===== config.mk =====
export PLATFORM = sky130hd
export DESIGN_NAME = midi_note_decoder
export DESIGN_NICKNAME = d
export VERILOG_FILES = /design/src/rtl/midi_note_decoder.sv
export SDC_FILE = /design/constraint.sdc
export NUM_CORES = 1
export LEC_CHECK = 0
export BUFFER_PORTS_ARGS = -buffer_cell sky130_fd_sc_hd__buf_2
export CAP_MARGIN = 20
export CORE_MARGIN = 5
export CORE_UTILIZATION = 32
export DETAILED_ROUTE_END_ITERATION = 6
export PLACE_DENSITY = 0.45
export SKIP_CTS_REPAIR_TIMING = 1
export SLEW_MARGIN = 10
export SYNTH_ARGS = -nofsm -noshare
export SYNTH_HDL_FRONTEND = slang
export SYNTH_SLANG_ARGS = --single-unit

===== constraint.sdc =====
create_clock -name clk -period 3.2 [get_ports clk]
set_input_delay 0.32 -clock clk [delete_from_list [all_inputs] [get_ports clk]]
set_output_delay 0.32 -clock clk [all_outputs]
set_load 0.005 [all_outputs]

===== src/rtl/midi_note_decoder.sv =====
// rtl/midi_note_decoder.sv - MIDI byte-stream parser driving square, triangle and drum voices
//
// Ports:
//   clk       system clock
//   reset_n   synchronous active-low reset
//   rx_data   received MIDI byte, qualified by rx_valid
//   rx_valid  one-cycle strobe per received byte
//   sq_freq   square voice frequency in Hz (never 0)
//   sq_on     square voice gate
//   tri_freq  triangle voice frequency in Hz (never 0)
//   tri_on    triangle voice gate
//   beat      drum pulse, BEAT_CYCLES clocks long
module midi_note_decoder #(
  parameter int SQ_CH       = 0,
  parameter int TRI_CH      = 1,
  parameter int DRUM_CH     = 9,
  parameter int BEAT_CYCLES = 500000
) (
  input  logic        clk,
  input  logic        reset_n,
  input  logic [7:0]  rx_data,
  input  logic        rx_valid,
  output logic [11:0] sq_freq,
  output logic        sq_on,
  output logic [11:0] tri_freq,
  output logic        tri_on,
  output logic        beat
);

  localparam logic [3:0] SQ_CH_L   = 4'(SQ_CH);
  localparam logic [3:0] TRI_CH_L  = 4'(TRI_CH);
  localparam logic [3:0] DRUM_CH_L = 4'(DRUM_CH);
  // The counter holds the remaining cycles after the first high cycle.
  localparam int BEAT_W = (BEAT_CYCLES > 2) ? $clog2(BEAT_CYCLES) : 1;
  localparam logic [BEAT_W-1:0] BEAT_LOAD = BEAT_W'(BEAT_CYCLES - 1);
  localparam logic [11:0] HZ_A4 = 12'd440;
  localparam logic [6:0]  NOTE_A4 = 7'd69;

  typedef enum logic [1:0] {
    IDLE    = 2'd0,
    WAIT_D1 = 2'd1,
    WAIT_D2 = 2'd2
  } state_t;

  // Equal-tempered note table, A4 = 440 Hz, rounded to the nearest Hz.
  function automatic logic [11:0] note_hz(input logic [6:0] n);
    logic [11:0] hz;
    case (n)
      7'd0:   hz = 12'd8;    7'd1:   hz = 12'd9;    7'd2:   hz = 12'd9;
      7'd3:   hz = 12'd10;   7'd4:   hz = 12'd10;   7'd5:   hz = 12'd11;
      7'd6:   hz = 12'd12;   7'd7:   hz = 12'd12;   7'd8:   hz = 12'd13;
      7'd9:   hz = 12'd14;   7'd10:  hz = 12'd15;   7'd11:  hz = 12'd15;
      7'd12:  hz = 12'd16;   7'd13:  hz = 12'd17;   7'd14:  hz = 12'd18;
      7'd15:  hz = 12'd19;   7'd16:  hz = 12'd21;   7'd17:  hz = 12'd22;
      7'd18:  hz = 12'd23;   7'd19:  hz = 12'd24;   7'd20:  hz = 12'd26;
      7'd21:  hz = 12'd28;   7'd22:  hz = 12'd29;   7'd23:  hz = 12'd31;
      7'd24:  hz = 12'd33;   7'd25:  hz = 12'd35;   7'd26:  hz = 12'd37;
      7'd27:  hz = 12'd39;   7'd28:  hz = 12'd41;   7'd29:  hz = 12'd44;
      7'd30:  hz = 12'd46;   7'd31:  hz = 12'd49;   7'd32:  hz = 12'd52;
      7'd33:  hz = 12'd55;   7'd34:  hz = 12'd58;   7'd35:  hz = 12'd62;
      7'd36:  hz = 12'd65;   7'd37:  hz = 12'd69;   7'd38:  hz = 12'd73;
      7'd39:  hz = 12'd78;   7'd40:  hz = 12'd82;   7'd41:  hz = 12'd87;
      7'd42:  hz = 12'd92;   7'd43:  hz = 12'd98;   7'd44:  hz = 12'd104;
      7'd45:  hz = 12'd110;  7'd46:  hz = 12'd117;  7'd47:  hz = 12'd123;
      7'd48:  hz = 12'd131;  7'd49:  hz = 12'd139;  7'd50:  hz = 12'd147;
      7'd51:  hz = 12'd156;  7'd52:  hz = 12'd165;  7'd53:  hz = 12'd175;
      7'd54:  hz = 12'd185;  7'd55:  hz = 12'd196;  7'd56:  hz = 12'd208;
      7'd57:  hz = 12'd220;  7'd58:  hz = 12'd233;  7'd59:  hz = 12'd247;
      7'd60:  hz = 12'd262;  7'd61:  hz = 12'd277;  7'd62:  hz = 12'd294;
      7'd63:  hz = 12'd311;  7'd64:  hz = 12'd330;  7'd65:  hz = 12'd349;
      7'd66:  hz = 12'd370;  7'd67:  hz = 12'd392;  7'd68:  hz = 12'd415;
      7'd69:  hz = 12'd440;  7'd70:  hz = 12'd466;  7'd71:  hz = 12'd494;
      7'd72:  hz = 12'd523;  7'd73:  hz = 12'd554;  7'd74:  hz = 12'd587;
      7'd75:  hz = 12'd622;  7'd76:  hz = 12'd659;  7'd77:  hz = 12'd698;
      7'd78:  hz = 12'd740;  7'd79:  hz = 12'd784;  7'd80:  hz = 12'd831;
      7'd81:  hz = 12'd880;  7'd82:  hz = 12'd932;  7'd83:  hz = 12'd988;
      7'd84:  hz = 12'd1047; 7'd85:  hz = 12'd1109; 7'd86:  hz = 12'd1175;
      7'd87:  hz = 12'd1245; 7'd88:  hz = 12'd1319; 7'd89:  hz = 12'd1397;
      7'd90:  hz = 12'd1480; 7'd91:  hz = 12'd1568; 7'd92:  hz = 12'd1661;
      7'd93:  hz = 12'd1760; 7'd94:  hz = 12'd1865; 7'd95:  hz = 12'd1976;
      7'd96:  hz = 12'd2093; 7'd97:  hz = 12'd2217; 7'd98:  hz = 12'd2349;
      7'd99:  hz = 12'd2489; 7'd100: hz = 12'd2637; 7'd101: hz = 12'd2794;
      7'd102: hz = 12'd2960; 7'd103: hz = 12'd3136; 7'd104: hz = 12'd3322;
      7'd105: hz = 12'd3520; 7'd106: hz = 12'd3729; 7'd107: hz = 12'd3951;
      // Unplayable notes never reach the voices; keep a safe nonzero value.
      default: hz = HZ_A4;
    endcase
    return hz;
  endfunction

  // Parser state
  state_t      state_q, state_d;
  logic [7:0]  status_q, status_d;
  logic [6:0]  d1_q, d1_d;

  // Execute stage: decoded message plus registered ROM read
  logic        ev_sq_on_q, ev_sq_on_d;
  logic        ev_sq_off_q, ev_sq_off_d;
  logic        ev_sq_all_q, ev_sq_all_d;
  logic        ev_tri_on_q, ev_tri_on_d;
  logic        ev_tri_off_q, ev_tri_off_d;
  logic        ev_tri_all_q, ev_tri_all_d;
  logic        ev_drum_q, ev_drum_d;
  logic [6:0]  ev_note_q, ev_note_d;
  logic [11:0] ev_hz_q, ev_hz_d;

  // Voice state
  logic [11:0] sq_freq_q, sq_freq_d;
  logic        sq_on_q, sq_on_d;
  logic [6:0]  sq_note_q, sq_note_d;
  logic [11:0] tri_freq_q, tri_freq_d;
  logic        tri_on_q, tri_on_d;
  logic [6:0]  tri_note_q, tri_note_d;
  logic        beat_q, beat_d;
  logic [BEAT_W-1:0] beat_cnt_q, beat_cnt_d;

  // Message decode helpers
  logic        exec3;
  logic [3:0]  msg;
  logic [3:0]  ch;
  logic [6:0]  d2;
  logic        note_on;
  logic        note_off;
  logic        all_off;
  logic        playable;

  always_comb begin
    state_d      = state_q;
    status_d     = status_q;
    d1_d         = d1_q;
    exec3        = 1'b0;
    msg          = status_q[7:4];
    ch           = status_q[3:0];
    d2           = rx_data[6:0];

    if (rx_valid) begin
      if (rx_data[7:3] == 5'b11111) begin
        // Real-time bytes are transparent to the parser.
      end else if (rx_data[7:4] == 4'hF) begin
        state_d  = IDLE;
        status_d = 8'h00;
      end else if (rx_data[7]) begin
        state_d  = WAIT_D1;
        status_d = rx_data;
      end else begin
        case (state_q)
          IDLE: begin
          end
          WAIT_D1: begin
            d1_d = rx_data[6:0];
            // Program change and channel pressure carry a single data byte.
            if (msg == 4'hC || msg == 4'hD) begin
              state_d = WAIT_D1;
            end else begin
              state_d = WAIT_D2;
            end
          end
          WAIT_D2: begin
            exec3   = 1'b1;
            state_d = WAIT_D1;
          end
          default: state_d = IDLE;
        endcase
      end
    end

    note_on  = exec3 && (msg == 4'h9) && (d2 != 7'd0);
    note_off = exec3 && ((msg == 4'h8) || ((msg == 4'h9) && (d2 == 7'd0)));
    all_off  = exec3 && (msg == 4'hB) && (d1_q == 7'd123);
    playable = (d1_q <= 7'd107);

    ev_sq_on_d   = note_on && (ch == SQ_CH_L) && playable;
    ev_sq_off_d  = note_off && (ch == SQ_CH_L);
    ev_sq_all_d  = all_off && (ch == SQ_CH_L);
    ev_tri_on_d  = note_on && (ch == TRI_CH_L) && playable;
    ev_tri_off_d = note_off && (ch == TRI_CH_L);
    ev_tri_all_d = all_off && (ch == TRI_CH_L);
    ev_drum_d    = note_on && (ch == DRUM_CH_L);
    ev_note_d    = d1_q;
    ev_hz_d      = note_hz(d1_q);

    // Voices act one edge after the completing byte.
    sq_freq_d  = sq_freq_q;
    sq_on_d    = sq_on_q;
    sq_note_d  = sq_note_q;
    tri_freq_d = tri_freq_q;
    tri_on_d   = tri_on_q;
    tri_note_d = tri_note_q;

    if (ev_sq_on_q) begin
      sq_freq_d = ev_hz_q;
      sq_on_d   = 1'b1;
      sq_note_d = ev_note_q;
    end else if ((ev_sq_off_q && (ev_note_q == sq_note_q)) || ev_sq_all_q) begin
      sq_on_d = 1'b0;
    end

    if (ev_tri_on_q) begin
      tri_freq_d = ev_hz_q;
      tri_on_d   = 1'b1;
      tri_note_d = ev_note_q;
    end else if ((ev_tri_off_q && (ev_note_q == tri_note_q)) || ev_tri_all_q) begin
      tri_on_d = 1'b0;
    end

    beat_d     = beat_q;
    beat_cnt_d = beat_cnt_q;
    if (ev_drum_q) begin
      beat_d     = 1'b1;
      beat_cnt_d = BEAT_LOAD;
    end else if (beat_cnt_q != '0) begin
      beat_cnt_d = beat_cnt_q - BEAT_W'(1);
    end else begin
      beat_d = 1'b0;
    end
  end

  always_ff @(posedge clk) begin
    if (!reset_n) begin
      state_q      <= IDLE;
      status_q     <= 8'h00;
      d1_q         <= 7'd0;
      ev_sq_on_q   <= 1'b0;
      ev_sq_off_q  <= 1'b0;
      ev_sq_all_q  <= 1'b0;
      ev_tri_on_q  <= 1'b0;
      ev_tri_off_q <= 1'b0;
      ev_tri_all_q <= 1'b0;
      ev_drum_q    <= 1'b0;
      ev_note_q    <= 7'd0;
      ev_hz_q      <= HZ_A4;
      sq_freq_q    <= HZ_A4;
      sq_on_q      <= 1'b0;
      sq_note_q    <= NOTE_A4;
      tri_freq_q   <= HZ_A4;
      tri_on_q     <= 1'b0;
      tri_note_q   <= NOTE_A4;
      beat_q       <= 1'b0;
      beat_cnt_q   <= '0;
    end else begin
      state_q      <= state_d;
      status_q     <= status_d;
      d1_q         <= d1_d;
      ev_sq_on_q   <= ev_sq_on_d;
      ev_sq_off_q  <= ev_sq_off_d;
      ev_sq_all_q  <= ev_sq_all_d;
      ev_tri_on_q  <= ev_tri_on_d;
      ev_tri_off_q <= ev_tri_off_d;
      ev_tri_all_q <= ev_tri_all_d;
      ev_drum_q    <= ev_drum_d;
      ev_note_q    <= ev_note_d;
      ev_hz_q      <= ev_hz_d;
      sq_freq_q    <= sq_freq_d;
      sq_on_q      <= sq_on_d;
      sq_note_q    <= sq_note_d;
      tri_freq_q   <= tri_freq_d;
      tri_on_q     <= tri_on_d;
      tri_note_q   <= tri_note_d;
      beat_q       <= beat_d;
      beat_cnt_q   <= beat_cnt_d;
    end
  end

  assign sq_freq  = sq_freq_q;
  assign sq_on    = sq_on_q;
  assign tri_freq = tri_freq_q;
  assign tri_on   = tri_on_q;
  assign beat     = beat_q;

endmodule


### After elaboration in Yosys (flattened, before gate mapping)

Memory sizes are Yosys's and may differ from the RTL's. A register that Yosys moved wholly into a read port is not among the register bits.
Cells that the tools add are included.

| word-level totals | value |
|---|---|
| flip-flop bits (word level) | 91 |
| bits in latches | 0 |
| RAM bits | 0 |
| ROM bits | 1536 |
| input bits | 11 |
| output and inout port bits | 27 |
| word-level logic and storage cells | 97 |
| memories kept | 1 |

| operators by class | value |
|---|---|
| add/subtract/negate cells | 1 |
| multipliers | 0 |
| divide/modulo/power cells | 0 |
| $lt $le $gt $ge | 1 |
| eq/ne operators | 16 |
| shift operators | 0 |
| mux-type cells | 19 |
| bitwise gates (word level) | 4 |
| reductions and logical operators | 35 |

Memory list:

| name | depth | width | rd ports | clocked after Yosys merged registers in | wr ports | RTL line | RTL |
|---|---|---|---|---|---|---|---|
| (name not given) | 128 | 12 | 1 | 1 | 0 | 48 | `case (n)` |

Operators by type and width:

| kind | count |
|---|---|
| $mux W19 | 2 |
| $eq A4 B4 Y1 const B | 7 |
| $reduce_bool A19 Y1 | 1 |
| $sub A19 B1 Y19 const B | 1 |
| $logic_and A1 B1 Y1 | 17 |
| $mux W8 | 2 |
| $eq A7 B7 Y1 | 2 |
| $mux W1 | 11 |
| $reduce_bool A2 Y1 | 4 |
| $eq A7 B7 Y1 const B | 1 |
| $le A7 B7 Y1 const B | 1 |
| $logic_not A7 Y1 | 1 |
| $reduce_bool A7 Y1 | 1 |
| $mux W2 | 3 |
| $pmux W2 S3 | 1 |
| $reduce_and A3 Y1 | 2 |
| $eq A5 B5 Y1 const B | 1 |
| $reduce_and A5 Y1 | 1 |
| $eq A4 B1 Y1 const B | 1 |
| $logic_not A4 Y1 | 1 |
| $logic_or A1 B1 Y1 | 4 |
| $not A1 Y1 | 4 |
| $ne A3 B3 Y1 const B | 1 |
| $eq A2 B1 Y1 const B | 1 |
| other kinds (5) | 5 |

### Logic depth before layout (Yosys ltp)

| depth | value |
|---|---|
| depth after elaboration | 10 |
| mapped depth | 9 |
| depth with buffers taken out | 7 |

### Least setup slack after synthesis

OpenSTA, ideal clock, no wires.

| timing path | value |
|---|---|
| path kind | reg2reg |
| start | register d1_q[0] |
| end | register ev_hz_q[2] |
| library setup time | 0.122 ns |
| arrival time | 2.298 ns |
| data required time | 3.078 ns |
| slack | 0.780 ns |
| stages on the path, launching flop included | 9 |
| path buffers | 2 |
| clock period less this slack | 2.420 ns |
| cell sequence | dfxtp_1 > clkbuf_1 > inv_1 > ha_1 > clkbuf_1 > nand2_1 > a211oi_1 > or4_1 > o311a_1 |

RTL lines:

| what | RTL line | RTL |
|---|---|---|
| start, declared | 94 | `logic [6:0] d1_q, d1_d;` |
| start signal, assigned | 222 | `d1_q <= 7'd0;` |
| start signal, assigned | 243 | `d1_q <= d1_d;` |
| end, declared | 105 | `logic [11:0] ev_hz_q, ev_hz_d;` |

==> results.tsv <==
stage	metric	value	unit
outcome	status	finished, final reports clean	
clock_network	cts_buffer_depth	2	
yosys	yosys.area_share.simple	0.209	
global_routing	grt_pass1_wl	24.5	mm
global_routing	grt_pass1_vias	4448	
detailed_routing	wire_per_inst	17.3	um
floorplanning	start_util	0.326	
timing	fin_skew	10.0	ps
timing	fin_ws	491	ps
clock_network	cts_htree_levels	3	
placement	gp_congestion	0.920	
timing	finalSetupViolations	0	
floorplanning	rows	47	
setup_path	reg2reg_depth	7	
floorplanning	die_w	140	um
yosys	synth_compound_area_frac	0.196	
floorplanning	core-area	16600	um^2
global_routing	track_usage	0.153	
yosys	yosysSeqAreaShare	0.381	
timing	fin_hold_ws	278	ps
yosys	syn_inst	625	
finish	diodes	0	
yosys	ys_async_sr_fraction	0	
setup_path	worstSetupPathType	reg2reg	
setup_path	cp.required	3480	ps
yosys	synth_top_family_by_area	simple AND/OR/NAND/NOR gates	
timing	tightest_slew	836	ps
finish	areaGrowthSynthToFinish	12.5	%
global_routing	grt_overflow	0	
worst_hold_path	hold_path_end	d1_q[2]	
floorplanning	dieArea	19600	um^2
placement	dpl_cell_area	5770	um^2
setup_path	r2r_start	d1_q[1]	
floorplanning	io_pins	38	
setup_path	worstPathMaxFanout	10	
pwr	p_leak	2.14	nW
finish	design_area	6090	um^2
finish	fillers	1736	
pwr	vdd_ir_drop_max	0.268	mV
detailed_routing	wirelength	15.0	mm
detailed_routing	via_per_inst	5.39	
yosys	muxShareOfSynthArea	0.0853	
flow_run	max-cap-violations	0	
clock_network	cts_buffers	9	
finish	final_common_cell	dfxtp_1	
detailed_routing	first_pass_iters	5	
pwr	p_sw_frac	0.311	
yosys	syn_area	5410	um^2
pwr	seqPwrFrac	0.420	
pwr	powerDensity	586	nW/um^2
placement	place_hpwl	10.6	mm
floorplanning	die_h	140	um
yosys	ys.flop_type	dfxtp_1	
finish	fin_nets	664	
worst_hold_path	worstHoldPathType	in2reg	
timing	rsz0062_at_grt	no	
timing	slew_viol_final	0	
worst_hold_path	worstHoldPathCells	3	
worst_hold_path	hp-start	rx_data[2]	
setup_path	ff2ff_setup_slack	490	ps
placement	place_ws	620	ps
pwr	clock_power_share	0.337	
pwr	internal-power	2.46	mW
setup_path	start_kind	register	
detailed_routing	vias	4672	
pwr	switchingPower	1.11	mW
timing	finalHoldViolCount	0	
clock_network	cts_root_buffer	clkbuf_16	
detailed_routing	first_iter_violations	387	
setup_path	crit_path_end_kind	register	
yosys	synthAdderAreaFrac	0.0277	
yosys	synth_edf_count	0	
clock_network	clk_latency	350	ps
yosys	yosysWarnings	0	
finish	drive_gt1_frac	0.115	
pwr	comb_power_share	0.243	
placement	io_buffers	37	
timing	min_period	2710	ps
clock_network	tritoncts	built	
detailed_routing	ant_nets	0	
global_routing	antenna_found_initial	0	
timing	relSlewSlack	0.442	
timing	fmax	0.369	GHz
timing	fin_setup_tns	0	ps
global_routing	grt_max_degree	51	
finish	final_cell_mix	dfxtp_1, nand2_1, nor2_1, mux2i_1, nor2b_1	
yosys	synth_nets	648	
detailed_routing	remaining_drc_errors	0	
yosys	postSynthAreaPerCell	8.66	um^2
clock_network	clk_pin_slew	80	ps
yosys	ys_seq_elements	103	
timing	timing.final.crit_share	0.847	
setup_path	worstReg2RegEnd	ev_hz_q[1]	
yosys	synth.distinct_cells	67	
clock_network	cts_sinks	103	
setup_path	arrival	2990	ps
yosys	synthXorXnorAreaFrac	0.0485	
finish	post-route-util	0.367	
-- critical path: stages (launching register included) --
cell and delay (ps):
dfxtp_1 500, inv_1 210, ha_1 590, nor2_1 170
or3_1 370, o211a_1 150, a211oi_1 370, o2111a_1 270
-- synth_stat cells, drive strengths merged, types with 14 or more instances --
master | number | share of area
buf | 14 | 0.014
o21ai | 21 | 0.019
nor2 | 46 | 0.032
mux2i | 45 | 0.083
inv | 18 | 0.012
dfxtp | 103 | 0.38
clkbuf | 31 | 0.023
nand2b | 14 | 0.016
xnor2 | 21 | 0.034
nand2 | 53 | 0.037
nor2b | 43 | 0.050
a21oi | 30 | 0.028
-- metal layers --
layer / vias to the layer above / share of wire / track usage
li1: 2260 / - / -
met1: 2232 / 0.49 / 0.217
met2: 149 / 0.43 / 0.228
met3: 31 / 0.046 / 0.0283
met4: 0 / 0.028 / 0.0673
met5: - / 0 / 0
-- how the worst max path moves through the flow --
stage / start / end / slack, ps / cells after the start
floorplan: d1_q[0] / ev_hz_q[2] / 780 / 8
global placement: d1_q[1] / ev_hz_q[1] / 560 / 7
detailed placement: d1_q[1] / ev_hz_q[1] / 620 / 7
CTS: d1_q[1] / ev_hz_q[1] / 580 / 7
global route: d1_q[1] / ev_hz_q[1] / 340 / 7
finish: d1_q[1] / ev_hz_q[1] / 490 / 7
-- final cells by class --
cell class / count / area [um^2] / area share
repair buffers: 51 / 290 / 0.0476
clock inverters: 4 / 76.3 / 0.0125
multi-input cells: 456 / 3070 / 0.503
inverters: 20 / 75.1 / 0.0123
flip-flops and latches: 103 / 2060 / 0.338
clock buffers: 12 / 246 / 0.0405
well taps: 220 / 275 / 0.0452
-- sequential cells by signal, indices dropped and copies added (netlist names), 7 cells and up --
register / count
beat_cnt_q: 19
tri_note_q: 7
status_q: 8
d1_q: 7
ev_hz_q: 12
ev_note_q: 7
sq_note_q: 7
tri_freq: 12
sq_freq: 12
-- power groups by stage --
stage / sequential (mW) / clock (mW) / combinational [mW]
after global routing: 1.52 / 1.30 / 0.976
after detailed placement: 1.53 / 0 / 0.871
final: 1.50 / 1.20 / 0.870
after CTS: 1.50 / 1.24 / 0.874
after floorplan: 1.50 / 0 / 0.764
after global placement: 1.52 / 0 / 0.858
-- logic make-up after synthesis --
kind of cell,Yosys count
buffers and inverters,66
adders and majority gates,12
AOI/OAI and AO/OA,150
muxes,46
DFF,103
xor gates and xnor gates,30
and+or+nand+nor,218
-- through the flow --
stage | total power [mW] | instances
finish | 3.57 | 866
global route | 3.79 | 866
CTS | 3.61 | 866
detailed placement | 2.40 | 850
global placement | 2.38 | 850
floorplan | 2.26 | 625
(Power assumes the default switching activity.)
